$ cat src/rtl/input_debouncer_pkg.sv
// Shared types for the input debouncer: FSM state encoding and a state decode helper.
package input_debouncer_pkg;

  typedef enum logic [1:0] {
    ST_LO     = 2'd0,
    ST_CHK_HI = 2'd1,
    ST_HI     = 2'd2,
    ST_CHK_LO = 2'd3
  } state_t;

  function automatic logic is_chk(input state_t s);
    return (s == ST_CHK_HI) || (s == ST_CHK_LO);
  endfunction

endpackage

$ cat src/rtl/input_debouncer_bit_synchronizer.sv
// Multi-flop synchronizer for one asynchronous bit; all stages reset to 0.
module bit_synchronizer #(
  parameter int STAGES = 2
) (
  input  logic clk,
  input  logic rstn,
  input  logic d,
  output logic q
);

  logic [STAGES-1:0] sync_ff;

  always_ff @(posedge clk or negedge rstn) begin
    if (!rstn) begin
      sync_ff <= '0;
    end else begin
      sync_ff <= {sync_ff[STAGES-2:0], d};
    end
  end

  assign q = sync_ff[STAGES-1];

endmodule

$ cat src/rtl/input_debouncer.sv
// Synchronizes and debounces a raw input into a clean level with registered rise/fall pulses.
module input_debouncer
  import input_debouncer_pkg::*;
#(
  parameter int SYNC_STAGES = 2,
  parameter int DEB_CYCLES  = 16,
  parameter int CNT_W       = 8
) (
  input  logic       clk,
  input  logic       rstn,
  input  logic       i_raw,
  input  logic       i_enable,
  output logic       o_level,
  output logic       o_rise,
  output logic       o_fall,
  output logic       o_busy,
  output logic [1:0] dbg_state
);

  localparam logic [CNT_W-1:0] CNT_LAST = CNT_W'(DEB_CYCLES - 1);

  logic             s_sync;
  state_t           state;
  state_t           next_state;
  logic [CNT_W-1:0] cnt;
  logic [CNT_W-1:0] cnt_next;
  logic             level_next;
  logic             rise_next;
  logic             fall_next;
  logic             busy_next;

  bit_synchronizer #(
    .STAGES(SYNC_STAGES)
  ) u_sync (
    .clk (clk),
    .rstn(rstn),
    .d   (i_raw),
    .q   (s_sync)
  );

  always_ff @(posedge clk or negedge rstn) begin
    if (!rstn) begin
      state <= ST_LO;
      cnt   <= '0;
    end else begin
      state <= next_state;
      cnt   <= cnt_next;
    end
  end

  // Dropping enable while qualifying takes priority over a commit in the same cycle.
  always_comb begin
    next_state = state;
    cnt_next   = cnt;
    unique case (state)
      ST_LO: begin
        if (s_sync && i_enable) begin
          next_state = ST_CHK_HI;
          cnt_next   = '0;
        end
      end
      ST_CHK_HI: begin
        if (!i_enable || !s_sync) begin
          next_state = ST_LO;
          cnt_next   = '0;
        end else if (cnt == CNT_LAST) begin
          next_state = ST_HI;
          cnt_next   = '0;
        end else begin
          cnt_next = cnt + 1'b1;
        end
      end
      ST_HI: begin
        if (!s_sync && i_enable) begin
          next_state = ST_CHK_LO;
          cnt_next   = '0;
        end
      end
      ST_CHK_LO: begin
        if (!i_enable || s_sync) begin
          next_state = ST_HI;
          cnt_next   = '0;
        end else if (cnt == CNT_LAST) begin
          next_state = ST_LO;
          cnt_next   = '0;
        end else begin
          cnt_next = cnt + 1'b1;
        end
      end
      default: begin
        next_state = ST_LO;
        cnt_next   = '0;
      end
    endcase
  end

  always_comb begin
    level_next = (next_state == ST_HI) || (next_state == ST_CHK_LO);
    rise_next  = (state == ST_CHK_HI) && (next_state == ST_HI);
    fall_next  = (state == ST_CHK_LO) && (next_state == ST_LO);
    busy_next  = is_chk(next_state);
  end

  always_ff @(posedge clk or negedge rstn) begin
    if (!rstn) begin
      o_level <= 1'b0;
      o_rise  <= 1'b0;
      o_fall  <= 1'b0;
      o_busy  <= 1'b0;
    end else begin
      o_level <= level_next;
      o_rise  <= rise_next;
      o_fall  <= fall_next;
      o_busy  <= busy_next;
    end
  end

  assign dbg_state = state;

endmodule

$ cat config.mk
export PLATFORM = sky130hd
export DESIGN_NAME = input_debouncer
export DESIGN_NICKNAME = d
export VERILOG_FILES = /design/src/rtl/input_debouncer_pkg.sv /design/src/rtl/input_debouncer_bit_synchronizer.sv /design/src/rtl/input_debouncer.sv
export SDC_FILE = /design/constraint.sdc
export NUM_CORES = 1
export LEC_CHECK = 0
export BUFFER_PORTS_ARGS = -buffer_cell sky130_fd_sc_hd__buf_2
export CAP_MARGIN = 20
export CORE_AREA = 3 3 58 60
export CTS_BUF_LIST = sky130_fd_sc_hd__clkbuf_2 sky130_fd_sc_hd__clkbuf_4 sky130_fd_sc_hd__clkbuf_8
export DETAILED_ROUTE_END_ITERATION = 16
export DIE_AREA = 0 0 61 63
export PLACE_DENSITY = 0.48
export SLEW_MARGIN = 20
export SYNTH_ARGS = -nofsm -noshare
export SYNTH_HDL_FRONTEND = slang
export SYNTH_SLANG_ARGS = --single-unit
$ cat constraint.sdc
create_clock -name clk -period 2 [get_ports clk]
set_input_delay 0.6 -clock clk [delete_from_list [all_inputs] [get_ports clk]]
set_output_delay 0.6 -clock clk [all_outputs]
set_load 0.1 [all_outputs]
### After elaboration in Yosys (flattened, before gate mapping)

Cells that the tools add are included.

* bits of input ports: 4
* register bits after elaboration: 16

* reductions and logical operators: 13
* equal/unequal tests: 9
* muxes and demuxes: 13
* $add $sub $neg: 1

Operators by type and width (count)
* $mux W8: 5
* $pmux W8 S4: 1
* $mux W2: 6
* $add A8 B1 Y8 const B: 1
* $eq A2 B2 Y1 const B: 4
* $eq A8 B4 Y1 const B: 1
* $pmux W2 S4: 1
* $eq A2 B1 Y1 const B: 2
* $logic_and A1 B1 Y1: 4
* $logic_not A2 Y1: 2
* $logic_or A1 B1 Y1: 4
* $ne A2 B2 Y1 const B: 2
* $logic_not A1 Y1: 2
* $reduce_and A2 Y1: 1

### Logic depth before layout (Yosys ltp)

Gate-level depths: netlist of the first run.

* word-level depth: 6
* mapped depth: 5
* mapped depth without buffers: 5

### Hierarchy

From an unflattened synthesis of the first run, not the netlist that was laid out.

* cells, all modules: 60
* area, all modules: 705.7 um2

Modules (own cells, without submodules)
* input_debouncer: cells each 58, area an instance 655.6 um2, instances 1, sequential area each 325.3 um2
* bit_synchronizer: cells each 2, area an instance 50.0 um2, instances 1, sequential area each 50.0 um2

### Least setup slack after synthesis of the first run

Ideal clock, no wire load.

* path type: reg2out
* from: register, netlist name o_level
* to: output port dbg_state[1]
* path slack: -27 ps
* data arrival time: 1427 ps
* cell stages (with the launch flop): 2
* required time: 1400 ps
* cell sequence: dfrtp_1 -> buf_4

RTL lines
* end, declared: line input_debouncer.sv:17 `output logic [1:0] dbg_state`

### Worst setup path in the final report of the first run

* from: register state[0] (netlist: dbg_state[0])
* to: output port dbg_state[0]

RTL lines
* start, declared: line input_debouncer.sv:23 `state_t state;`
* start signal, assigned: line input_debouncer.sv:46 `state <= next_state;`

No word-level cell between the ends.

==> results.md, run 1 <==
* Pwr per Cell Area at roughly 660 nW/um^2
* CP Max Fanout at 8
* Final Hold Vio Count at 0
* Sum Neg Setup Slack at 0 ps
* CTS H-tree lvls at 1
* Switching component of the power at approximately 150 uW
* Sink Count at 15
* GRT Overall Usage at under 10%
* Yosys top cell by area: dfrtp_1
* Synth area leaders: dfrtp_1, nand2_1, and3_1, nand3_1, a211oi_4
* Slowest CP cell: dfrtp_2
* Routed vias at between 500 and 600
* Initial core utilization at approximately a quarter
* Total core area at just under 3000 sq um
* Power share of the sequential group at approximately 58%
* Max-cap viol count at 0
* Fin nets at 83
* Worst EP required at about 1400 ps
* FF+latch count, synth at 15
* DP Cell Count at 106
* Data arrival, critical path at roughly 1200 ps
* Period utilisation layout at approximately nine tenths
* Clock power frac at between 30% and 40%
* Share of layout cells above drive strength 1 at roughly 27%
* Vias in the first global route at about 560
* Die Height at 63 microns
* IO Count at 10
* Final cell count without fillers at between 100 and 150
* CTS Buffer Depth at 2
* Final wirelength at about 1.4 mm
* Largest net degree at the start of global routing at 16
* Vias/cell at about 5
* Synth Cell Area at between 700 and 800 sq um
* Drt drc at 0
* Clock root buffer: clkbuf_4
* Yosys cell types at 27
* Setup violators final at 0
* CP startpoint: dbg_state[0]
* Initial DRC count at 7
* Worst Hold Class: primary input to async pin
* Crit path max-delay family: flip-flops
* Pint at slightly below 400 uW
* CP max stage delay at around 450 ps
* Status: finished clean
* Worst R2R Start: cnt[0]
* Post-cts resize count at 0
* Synth top area share at a little over half
* Slew Viols, Final at 0
* Die span in x at about 61 microns
* Drt pass-1 iters at 4
* Cells after Synth at 65
* CTS tree: yes
* Worst setup path class: register to output port
* Gpl congestion at 0.7439
* Post-DRT Antenna Nets at 0
* R2R setup slack at 350 ps
* Routed len/inst at 12.53 microns
* Max Clk Rate at 557.0 MHz
* Sequential area share after synthesis at a little over half
* Buf/Inv on CP at 1
* Syn_nets at 70
* Worst Clk Skew at ~2.7 ps
* CP cell instances: buf_2
* First-pass GRT wire length at around 2.5 mm
* RSZ-0062 raised after global routing: false
* Die area at between 3000 and 4000 sq um
* Util after Layout at 27.73%
* Synth Warn # at 0
* Levels on crit path at 1
* Clk slew on worst S/H paths at 100 ps
* HPWL after DPL at roughly 990 microns
* VDD IR max at 0.2749 mV
* P_leak at just under 0.4 nW
* Worst setup path endpoint: dbg_state[0]
* PortBufs at 9
* Area delta synth->final at 15.18%
* Worst skew pair latency at a little under 300 ps
* Critical Path End Type: output port
* # diodes at 0
* Avg Cell Area, Syn at ~11 sq um
* CTS Buf Count at 3
* Logic pwr share at 8.6%
* Cell row count at 20
* Rel. slew slack at around 60%
* Reg2reg end: cnt[3]
* Final min period at 1795 ps
* Hold Worst Slack at slightly below 200 ps
* Post-CTS Setup Inserts at 0
* Switching Fraction at ~27%
* R2R depth at 5
* Total gr overflow at 0
* Antenna violations before repair at 0
* Hold Buf Count CTS at 0
* CP startpoint kind: register
* Worst Tran Pin Value at between 500 and 600 ps
[power by group through the flow]
stage / logic (mW) / registers [mW] / clock network [mW]
floorplan: 0.0160 / 0.336 / 0
global placement: 0.0464 / 0.321 / 0
detailed placement: 0.0472 / 0.322 / 0
CTS: 0.0474 / 0.316 / 0.187
global route: 0.0513 / 0.317 / 0.199
finish: 0.0463 / 0.316 / 0.179
[area by class of cell]
| class | instances | area (sq um) |
|---|---|---|
| multi-input combinational | 48 | 330.3 |
| tap | 33 | 41.29 |
| clock buffer | 3 | 22.52 |
| inverter | 1 | 3.754 |
| timing repair buffer | 9 | 45.04 |
| fill | 310 | 2152 |
| sequential | 15 | 377.9 |
| clock inverter | 1 | 5.005 |
[cells by family (layout without fill, tap and decap cells)]
logic type	after synthesis	after routing	synth area share (%)
flops	15	15	52.36
compound gates	14	14	14.49
buf+inv	2	14	1.571
xor+xnor	3	3	3.666
mux	2	2	3.664
simple gates	28	28	22.51
fa+ha+maj	1	1	1.745
[metal layers]
layer  vias to the layer above  global-route usage, %  wire (microns)
met1                       262                  11.93             677
met5                         -                      0               0
met4                         0                  7.046              57
met2                        16                  11.50             600
li1                        262                      -               -
met3                         7                 0.8264              41
[synthesized netlist by cell type, drive strengths merged]
master	number
nor3	3
a211oi	1
nor2	3
buf	1
xor2	2
and2	1
ha	1
nand4	1
a22o	2
inv	1
o211ai	1
o21ai	3
nand2	7
nor3b	2
a21o	1
nand3	6
o22ai	1
and3	4
dfrtp	15
a21oi	4
a221o	1
mux2	2
xnor2	1
and4b	1
[worst reg2reg max path, cell delays in order (launching register included)]
cell and delay [ps]:
dfrtp_1 420, ha_1 250, and4b_4 210, a211oi_4 390, and3_1 220, a221o_1 100
[stage by stage]
step | instance area, sq um | power [mW] | setup slack (ps)
floorplan | 719.4 | 0.3518 | 302.0
global placement | 798.3 | 0.3677 | 415.9
detailed placement | 798.3 | 0.3690 | 380.5
CTS | 825.8 | 0.5497 | 192.0
global route | 825.8 | 0.5670 | 158.4
finish | 825.8 | 0.5411 | 204.8
[flip-flops by register name (all words and copies together), names as in the netlist]
register	flops
o_level	1
o_fall	1
o_rise	1
u_sync.sync_ff	2
o_busy	1
dbg_state	1
cnt	8
[worst min-delay path by stage]
stage | end | slack, ps | cells after the start
after floorplan | cnt[0] | 300 | 0
after global placement | u_sync.sync_ff[1] | 340 | 0
after detailed placement | u_sync.sync_ff[1] | 340 | 0
after CTS | o_fall | 200 | 1
after global routing | o_fall | 210 | 1
final | o_fall | 200 | 1
[layout by cell type (no fill, tap or decap), types with 2 or more instances in the layout]
master and count:
o21ai_1 3, nor3b_1 2, buf_2 9, nand3_1 5, dfrtp_1 13, nand2_1 7, and3_1 4, clkbuf_4 3
a21oi_1 4, nor2_1 3, xor2_1 2, nor3_1 2, a22o_1 2, dfrtp_2 2
No activity file was read; power rests on OpenSTA's default activity.
==> run 2: changes to the inputs <==
--- a/config.mk
+++ b/config.mk
@@ -10,4 +10,5 @@
 export CORE_AREA = 3 3 58 60
 export CTS_BUF_LIST = sky130_fd_sc_hd__clkbuf_2 sky130_fd_sc_hd__clkbuf_4 sky130_fd_sc_hd__clkbuf_8
+export CTS_CLUSTER_DIAMETER = 150
 export DETAILED_ROUTE_END_ITERATION = 16
 export DIE_AREA = 0 0 61 63
==> constraint.sdc (replaced) <==
create_clock -name clk -period 2 [get_ports clk]
set_input_delay 0.3 -clock clk [delete_from_list [all_inputs] [get_ports clk]]
set_output_delay 0.3 -clock clk [all_outputs]
set_load 0.1 [all_outputs]
==> run 2 against run 1 <==
Effect of this change: flip-flop and latch count unchanged; maximum frequency grew 8.9%; combinational power is 4% higher; worst setup slack better by 150 ps; cell area up 1.1%; non-clock buffer count rose by 1; sequential power about the same; final cell count increased by 0.91%; register-to-register slack about the same; critical endpoint is now cnt[3]; largest power group unchanged.
==> results.md, run 2 (synthesis results as in run 1) <==
* Status: finished clean (unchanged)
* HP Start: i_raw
* Drt drc at 0 (unchanged)
* # diodes at 0 (unchanged)
* Vias/cell at 4.649 (was 4.973)
* P_leak at 0.3994 nW (was 0.3936 nW)
* Drt pass-1 iters at 4 (unchanged)
* Fin nets at 84 (was 83)
* Initial core utilization at 24.08% (unchanged)
* Largest net degree at the start of global routing at 16 (unchanged)
* CP max stage delay at 420 ps (was 450 ps)
* Clock power frac at 32.1% (was 33.1%)
* Slew Viols, Final at 0 (unchanged)
* VDD IR max at 0.4793 mV (was 0.2749 mV)
* Total core area at 2978 sq um (unchanged)
* Largest Register: cnt (unchanged)
* Pint at 395.9 uW (was 394.6 uW)
* Total power at 535.1 uW (was 541.1 uW)
* Data arrival, critical path at 1880 ps (was 1200 ps)
* Placement Setup Slack at 388.1 ps (was 380.5 ps)
* Worst R2R Start: cnt[0] (unchanged)
* Critical Path End Type: register (was output port)
* CTS Buffer Depth at 2 (unchanged)
* Final WS setup at 351.7 ps (was 204.8 ps)
* Final wirelength at 1.325 mm (was 1.378 mm)
* Largest registers: cnt: 8 flops, u_sync.sync_ff: 2 flops (unchanged)
* Antenna violations before repair at 0 (unchanged)
* FF+latch area at 376.6 sq um (was 377.9 sq um)
* Worst EP required at 2230 ps (was 1400 ps)
* Commonest non-fill, non-tap cells in the layout: dfrtp_1, buf_2, nand2_1 (unchanged)
* Post-DRT Antenna Nets at 0 (unchanged)
* R2R setup slack at 350 ps (about the same)
* Reg2reg end: cnt[3] (unchanged)
* Pwr per Cell Area at 641.2 nW/um^2 (was 655.2 nW/um^2)
* CTS tree: yes (unchanged)
* Max Clk Rate at 606.7 MHz (was 557.0 MHz)
* Worst setup path class: register to register (was register to output port)
* Routed len/inst at 11.94 microns (was 12.53 microns)
* Rel. slew slack at 61.65% (was 61.06%)
* Final min period at 1648 ps (was 1795 ps)
* CP Max Fanout at 8 (unchanged)
* Placed Area at 797.0 sq um (was 798.3 sq um)
* HPWL after DPL at 981.6 microns (was 987.7 microns)
* Max-cap viol count at 0 (unchanged)
* Worst skew pair latency at 280 ps (was 290 ps)
* Routed vias at 516 (was 547)
* Die area at 3843 sq um (unchanged)
* CTS H-tree lvls at 1 (unchanged)
* Power share of the sequential group at 59.0% (was 58.4%)
* Setup violators final at 0 (unchanged)
* R2R depth at 5 (unchanged)
* First-pass GRT wire length at 2.415 mm (was 2.525 mm)
* Sink Count at 15 (unchanged)
* Commonest non-fill, non-tap cell in the layout: dfrtp_1 (unchanged)
* CTS Buf Count at 3 (unchanged)
* Area delta synth->final at 16.40% (was 15.18%)
* IO Count at 10 (unchanged)
* Die span in x at 61 microns (unchanged)
* Clk slew on worst S/H paths at 90 ps (was 100 ps)
* Post-cts resize count at 0 (unchanged)
* Final instance area at 834.6 sq um (was 825.8 sq um)
* Fill cells at 312 (was 310)
* Logic pwr share at 9.0% (was 8.6%)
* RSZ-0062 raised after global routing: false (unchanged)
* Hold EP: u_sync.sync_ff[0]
* Initial DRC count at 14 (was 7)
* Clock root buffer: clkbuf_4 (unchanged)
* Switching component of the power at 139.2 uW (was 146.5 uW)
* CP cell instances: ha_1, and4b_4, a211oi_4, and3_1, a221o_1 (was buf_2)
* Multi-input logic area at 330.3 sq um (unchanged)
* Util after Layout at 28.03% (was 27.73%)
* Max reg flops at 8 (unchanged)
* PortBufs at 9 (unchanged)
* Vias in the first global route at 513 (was 563)
* CP startpoint kind: register (unchanged)
* Share of layout cells above drive strength 1 at 25.64% (was 27.27%)
* Worst Clk Skew at 2.621 ps (was 2.722 ps)
* GRT Overall Usage at 8.504% (was 8.564%)
* Gpl congestion at 0.7514 (was 0.7439)
* Total gr overflow at 0 (unchanged)
* Cell row count at 20 (unchanged)
* Slowest CP cell: dfrtp_1 (was dfrtp_2)
* Switching Fraction at 26.02% (was 27.07%)
* Sum Neg Setup Slack at 0 ps (unchanged)
* Die Height at 63 microns (unchanged)
* Final Hold Vio Count at 0 (unchanged)
* Period utilisation layout at 82.42% (was 89.76%)
* Hold depth at 1
* Worst Hold Class: primary input to register (was primary input to async pin)
* Worst Tran Pin Value at 575.3 ps (was 584.1 ps)
## run 2: cell count changes in the layout (fill, tap and decap cells not counted)
cell / delta
dfrtp_2: -1
dlygate4sd3_1: +1
dfrtp_1: +1
## run 2: per-layer routing
layer,vias up,part of all wire [%],global-route usage (%)
li1,263,-,-
met1,242,48,11.64
met2,9,46,11.63
met3,2,4.1,3.099
met4,0,2.0,4.065
met5,-,0,0
## run 2: worst max-delay path by stage
stage / cells past startpoint / slack, ps / startpoint / end
2_1_floorplan: 4 / 40 / o_level / cnt[3]
6_report: 5 / 350 / cnt[0] / cnt[3]
4_1_cts: 5 / 370 / cnt[0] / cnt[3]
3_3_place_gp: 5 / 430 / cnt[0] / cnt[3]
3_5_place_dp: 5 / 390 / cnt[0] / cnt[3]
5_1_grt: 5 / 240 / cnt[0] / cnt[3]
## run 2: layout make-up
| class | count | share of cell area, % |
|---|---|---|
| Clock buffer | 3 | 2.699 |
| Clock inverter | 1 | 0.5997 |
| Inverter | 1 | 0.4498 |
| Multi-Input combinational cell | 48 | 39.58 |
| Sequential cell | 15 | 45.13 |
| Tap cell | 33 | 4.948 |
| Timing Repair Buffer | 10 | 6.597 |
## run 2: critical path: cells and delay by family (launching register included)
kind / cells / cell delay, ps
flops: 1 / 420
simple gates: 2 / 440
fa+ha+maj: 1 / 240
compound gates: 2 / 490
## run 2: repair_timing
item | 4_1_cts | 5_1_grt
endpoints found under the hold margin | 15 | 0
endpoints found under the setup margin | 0 | 0
setup buffers | 0 | 0
hold buffers | 1 | 0
## run 2: power groups by stage
stage / combinational, mW / clock [mW] / sequential [mW]
2_1_floorplan: 0.0160 / 0 / 0.336
3_3_place_gp: 0.0469 / 0 / 0.321
3_5_place_dp: 0.0476 / 0 / 0.321
6_report: 0.0480 / 0.172 / 0.315
4_1_cts: 0.0493 / 0.181 / 0.315
5_1_grt: 0.0535 / 0.201 / 0.317
## run 2: through the flow
stage	hold slack (ps)	instances
global placement	228.0	106
CTS	114.4	111
detailed placement	222.1	106
global route	97.20	111
finish	120.7	111
floorplan	4.409	65
